<file path="src/rtl/pc_redirect_unit.sv">
// pc_redirect_unit
//   Next-PC redirect unit. Keeps a circular queue of up to BR_DEPTH
//   unresolved conditional branches (target and fall-through), resolves
//   them oldest-first from WBU, and arbitrates every redirect source into
//   a single combinational dnpc/dnpc_valid pair. Also produces the
//   registered IFU fetch enable.
//
//   Parameters
//     XLEN      datapath / PC width
//     BR_DEPTH  max in-flight unresolved branches (power of 2, >= 1)
//     SPECULATE 0: stall fetch while any branch is pending
//               1: predict not-taken, stall only while the queue is full
//
//   Ports
//     clk, rst_n             clock, synchronous active-low reset
//     id_pc, id_imm, id_rs1  IDU operands
//     id_branch              push a conditional branch
//     id_jal, id_jalr        unconditional jumps from IDU
//     wb_branch, wb_taken    resolve (pop) the oldest branch and its outcome
//     mret, ecall            trap return / trap entry retiring
//     mepc, mtvec            CSR targets
//     dnpc, dnpc_valid       combinational redirect (dnpc is 0 when not valid)
//     fetch_en               registered IFU fetch enable
//     pending                number of queued branches
//     underflow              sticky: resolution seen with an empty queue
module pc_redirect_unit #(
    parameter int XLEN      = 32,
    parameter int BR_DEPTH  = 2,
    parameter int SPECULATE = 0
) (
    input  logic                        clk,
    input  logic                        rst_n,
    input  logic [XLEN-1:0]             id_pc,
    input  logic [XLEN-1:0]             id_imm,
    input  logic [XLEN-1:0]             id_rs1,
    input  logic                        id_branch,
    input  logic                        id_jal,
    input  logic                        id_jalr,
    input  logic                        wb_branch,
    input  logic                        wb_taken,
    input  logic                        mret,
    input  logic                        ecall,
    input  logic [XLEN-1:0]             mepc,
    input  logic [XLEN-1:0]             mtvec,
    output logic [XLEN-1:0]             dnpc,
    output logic                        dnpc_valid,
    output logic                        fetch_en,
    output logic [$clog2(BR_DEPTH):0]   pending,
    output logic                        underflow
);

    localparam int PTR_W = (BR_DEPTH > 1) ? $clog2(BR_DEPTH) : 1;
    localparam int CNT_W = $clog2(BR_DEPTH) + 1;
    localparam logic [PTR_W-1:0] PTR_LAST = PTR_W'(BR_DEPTH - 1);
    localparam logic [CNT_W-1:0] CNT_FULL = CNT_W'(BR_DEPTH);
    localparam bit SPEC = (SPECULATE != 0);

    logic [XLEN-1:0]  q_target   [BR_DEPTH];
    logic [XLEN-1:0]  q_fallthru [BR_DEPTH];
    logic [PTR_W-1:0] head;
    logic [PTR_W-1:0] tail;

    logic             q_empty;
    logic             q_full;
    logic             do_pop;
    logic             do_push;
    logic             squash;
    logic [CNT_W-1:0] pending_next;
    logic [XLEN-1:0]  jalr_sum;

    // Pointers wrap explicitly so non-power-of-2 pointer widths (depth 1)
    // still behave.
    function automatic logic [PTR_W-1:0] ptr_inc(input logic [PTR_W-1:0] p);
        return (p == PTR_LAST) ? '0 : p + PTR_W'(1);
    endfunction

    always_comb begin
        q_empty  = (pending == '0);
        q_full   = (pending == CNT_FULL);
        do_pop   = wb_branch && !q_empty;
        do_push  = id_branch && !q_full;
        // A taken branch under speculation, or any trap entry/return, kills
        // every younger queued branch including one being pushed now.
        squash   = mret || ecall || (SPEC && do_pop && wb_taken);
        jalr_sum = id_rs1 + id_imm;

        pending_next = pending;
        if (squash) begin
            pending_next = '0;
        end else begin
            case ({do_push, do_pop})
                2'b10:   pending_next = pending + CNT_W'(1);
                2'b01:   pending_next = pending - CNT_W'(1);
                default: pending_next = pending;
            endcase
        end

        // Redirect arbitration. A silent not-taken pop under speculation
        // does not win, so lower sources may still redirect that cycle.
        dnpc       = '0;
        dnpc_valid = 1'b0;
        if (do_pop && (!SPEC || wb_taken)) begin
            dnpc_valid = 1'b1;
            dnpc       = wb_taken ? q_target[head] : q_fallthru[head];
        end else if (mret) begin
            dnpc_valid = 1'b1;
            dnpc       = mepc;
        end else if (ecall) begin
            dnpc_valid = 1'b1;
            dnpc       = mtvec;
        end else if (id_jalr) begin
            dnpc_valid = 1'b1;
            dnpc       = {jalr_sum[XLEN-1:1], 1'b0};
        end else if (id_jal) begin
            dnpc_valid = 1'b1;
            dnpc       = id_pc + id_imm;
        end
    end

    always_ff @(posedge clk) begin
        if (!rst_n) begin
            head      <= '0;
            tail      <= '0;
            pending   <= '0;
            fetch_en  <= 1'b1;
            underflow <= 1'b0;
            for (int i = 0; i < BR_DEPTH; i++) begin
                q_target[i]   <= '0;
                q_fallthru[i] <= '0;
            end
        end else begin
            pending  <= pending_next;
            fetch_en <= SPEC ? (pending_next < CNT_FULL) : (pending_next == '0);
            if (wb_branch && q_empty)
                underflow <= 1'b1;
            if (squash) begin
                head <= '0;
                tail <= '0;
            end else begin
                if (do_push) begin
                    q_target[tail]   <= id_pc + id_imm;
                    q_fallthru[tail] <= id_pc + XLEN'(4);
                    tail             <= ptr_inc(tail);
                end
                if (do_pop)
                    head <= ptr_inc(head);
            end
        end
    end

endmodule

</file>
<file path="config.mk">
export PLATFORM = sky130hd
export DESIGN_NAME = pc_redirect_unit
export DESIGN_NICKNAME = d
export VERILOG_FILES = /design/src/rtl/pc_redirect_unit.sv
export SDC_FILE = /design/constraint.sdc
export NUM_CORES = 1
export LEC_CHECK = 0
export BUFFER_PORTS_ARGS = -buffer_cell sky130_fd_sc_hd__clkbuf_2
export CAP_MARGIN = 20
export CORE_ASPECT_RATIO = 0.8
export CORE_MARGIN = 4
export CORE_UTILIZATION = 45
export DETAILED_ROUTE_END_ITERATION = 8
export GPL_ROUTABILITY_DRIVEN = 0
export HOLD_SLACK_MARGIN = 0.15
export PLACE_DENSITY = 0.77
export SETUP_SLACK_MARGIN = 0.1
export SYNTH_ARGS = -nofsm -noshare
export SYNTH_HDL_FRONTEND = slang
export SYNTH_SLANG_ARGS = --single-unit
</file>
<file path="constraint.sdc">
create_clock -name clk -period 3.4 [get_ports clk]
set_clock_uncertainty 0.2 [all_clocks]
set_input_delay 0.51 -clock clk [delete_from_list [all_inputs] [get_ports clk]]
set_output_delay 0.51 -clock clk [all_outputs]
set_load 0.1 [all_outputs]
</file>
==> metrics.md <==
| Metric | Value |
|---|---|
| Status | finished, violations left |
| Failing checks | negative setup slack |
| Final worst path period share | 1.22 |
| Register area share after synthesis | 0.396 |
| Max-Cap Viols | 0 |
| Worst path most repeated cell | buf_4 |
| Required time worst endpoint | 2.69 ns |
| Synthesized area | 10,100 um^2 |
| Hold WC Path Type | in -> reg |
| Number of global-route vias before repair | between 10,000 and 15,000 |
| Yosys top cell by area | edfxtp_1 |
| # H-tree levels | 4 |
| Crit end category | output pin |
| CP max-delay cell | a221oi_4 |
| EDFF count, synth | 128 |
| Fin nets | 1,746 |
| Crit path time final | between 4 and 5 ns |
| Most frequent cells after synthesis | 181 x nor2_1, 128 x edfxtp_1, 115 x a21oi_1 |
| DP Worst Slack | -0.793 ns |
| Worst-path clk slew | 0.06 ns |
| Kind of cell adding the most delay to the critical path | compound AO/OA/AOI/OAI gates |
| Layout Area Growth over Synthesis | 62.4% |
| Ys async rst share | 0 |
| Critical Path Fanout Max | 5 |
| Fill cell count | 1,242 |
| Top cell type's share of synthesized area | 0.382 |
| Synth top area cells | edfxtp_1 38%, ha_1 7.8%, mux4_2 7.2% |
| Chip height | 142 um |
| Synth unique cells | 61 |
| WL final | 44,300 um |
| Initial Util | 0.461 |
| Mapped Cells | between 1,000 and 1,500 |
| Worst Path Buf+Inv | 4 |
| # rows | 48 |
| Max Transition Viols Final | 0 |
| Slew headroom | 0.504 |
| Antenna violations before repair | 0 |
| Crit path launch type | primary input |
| Clock Path Buffers | 2 |
| Hold Buf Count CTS | 0 |
| Antenna Cells | 0 |
| Setup TNS Final | -11.41 ns |
| Setup ws final | -0.742 ns |
| Combinational power share | 0.420 |
| Synth Register Bits | 135 |
| Fmax | 241 MHz |
| Final setup violating endpoints | 26 |
| Max incr delay on CP | ~0.36 ns |
| Ratio of cells with drive above 1 in the final layout | 0.498 |
| YS warnings | 0 |
| Syn nets | 1,288 |
| Most common cell in the synthesized netlist | nor2_1 |
| Net Sw Frac | 0.357 |
| Routed via count | roughly 12,000 |
| DRT antenna net count | 0 |
| WL per Instance | between 20 and 25 um |
| Leakage | 6.84 nW |
| Overall die area | 24,800 um^2 |
| RSZ-0062 raised after global routing | yes |
| Final Power | between 6 and 7 mW |
| Max VDD drop | 282 uV |
| Internal power | 4.40 mW |
| Part of the power in registers | 0.282 |
| Clock power frac | 0.299 |
| CTS tree | done |
| Latest clock arrival within the worst-skew pair | 0.43 ns |
| Total CTS buffers | 17 |
| CP cell instances | clkbuf_2 > buf_4 > ha_1 > buf_4 > nand2_1 > a21boi_0 > o21ai_0 > nand2b_1 > a31oi_2 > o21ai_1 > a21oi_1 > xnor2_1 > a221oi_2 > a221oi_4 > buf_12 |
| PwrDens | approximately 420 nW/um^2 |
| HPWL Detailed | 29,200 um |
| Largest net degree at the start of global routing | 60 |
| Die Wd | 175 um |
| Syn_area_per_cell | 9.54 um^2 |
| # DRC | 0 |
| Ports | between 200 and 250 |
| Worst-Margin Slew | ~0.74 ns |
| Fin Hold WS | 0.191 ns |
| Post-Place Cells | 1,754 |
| First-pass GRT wire length | 61,600 um |
| Final std cells w/o fill | between 1,500 and 2,000 |
| Top_reg_cell synth | edfxtp_1 |
| CP Class | in -> out |
| Total track usage | 0.323 |
| TritonRoute pass-1 iters | 9 |
| Core area | between 20,000 and 25,000 um^2 |
| Critical path arrival | around 3.4 ns |
| GR Overflow Total | 0 |
| IO buf count | 205 |
| Starting DRT DRC Count | around 1,600 |
| Root Buffer | clkbuf_16 |
| Clock sinks | 135 |
| DR vias/cell | 6.34 |
| Sw power | 2.45 mW |
| Final Hold Viols | 0 |
-- sequential cells by signal, indices dropped and copies added, names as in the netlist, named ones only --
| signal | cells |
|---|---|
| tail | 1 |
| fetch_en | 1 |
| q_fallthru | 64 |
| head | 1 |
| pending | 2 |
| underflow | 1 |
| q_target | 64 |
-- cells in the final DEF, fill, tap and decap left out, types with 31 or more instances in the layout --
master,n
buf_4,261
nor2_1,175
clkbuf_2,164
edfxtp_1,128
nand2_1,69
a21oi_1,62
ha_1,47
buf_12,37
mux4_2,32
xor2_1,31
-- power groups by stage --
stage          clock network [mW]  registers (mW)  logic (mW)
2_1_floorplan                   0            1.96        1.31
3_3_place_gp                    0            1.95        2.32
3_5_place_dp                    0            1.96        2.37
4_1_cts                      2.02            1.92        2.58
5_1_grt                      2.10            1.93        2.97
6_report                     2.05            1.93        2.88
-- cell families (layout without fill, tap and decap cells) --
logic type | count (synthesis) | count (layout) | share of synthesized area
AND/OR/NAND/NOR | 368 | 368 | 0.161
AO/OA/AOI/OAI | 299 | 299 | 0.186
flip-flops | 135 | 135 | 0.396
XOR/XNOR | 88 | 88 | 0.0766
buffers and inverters | 66 | 537 | 0.0246
adder cells (fa/ha/maj) | 65 | 65 | 0.0824
multiplexers | 33 | 33 | 0.0727
-- metrics by stage --
stage	instance area, um^2	utilization
after floorplan	10800	-
after global placement	14400	0.662
after detailed placement	14400	0.662
after CTS	15800	0.723
after global routing	16300	0.749
final	16300	0.749
-- area by class of cell --
class / instances / area (um^2) / area share
Clock inverter: 15 / 213 / 0.0130
Multi-Input combinational cell: 853 / 7430 / 0.455
Inverter: 16 / 60.1 / 0.00368
Sequential cell: 135 / 3990 / 0.244
Tap cell: 300 / 375 / 0.0230
Timing Repair Buffer: 489 / 3840 / 0.235
Clock buffer: 17 / 425 / 0.0260
-- routing by layer --
metal / track usage / up-vias / part of all wire
met2: 0.514 / 1005 / 0.46
met4: 0.178 / 0 / 0.060
met3: 0.0687 / 242 / 0.12
met5: 0 / - / 0
met1: 0.413 / 5484 / 0.36
li1: - / 4847 / -
-- worst reg2reg max path, cell delays in order, from the launching register on --
cell     delay [ns]
dfxtp_2        0.40
inv_1          0.05
o21ai_1        0.41
nor2_1         0.22
nand2_2        0.14
buf_4          0.58
nor2_1         0.18
-- path summary, 6_finish.rpt --
check	startpoint	endpoint	slack, ns	cells past startpoint
setup reg to reg	pending[1]$_SDFF_PN0_	q_target[1][13]$_SDFFCE_PN0P_	0.94	6
setup / recovery	id_imm[12]	dnpc[31]	-0.74	15
hold reg to reg	underflow$_SDFFE_PN0P_	underflow$_SDFFE_PN0P_	0.30	2
hold / removal	wb_branch	underflow$_SDFFE_PN0P_	0.19	3
-- repair_timing --
item,in CTS,in global routing
gates resized for setup,105,95
pin swaps,55,57
setup endpoints to repair,27,29
setup buffers,22,23
gates cloned,0,0
No activity file was read; power rests on OpenSTA's default activity.
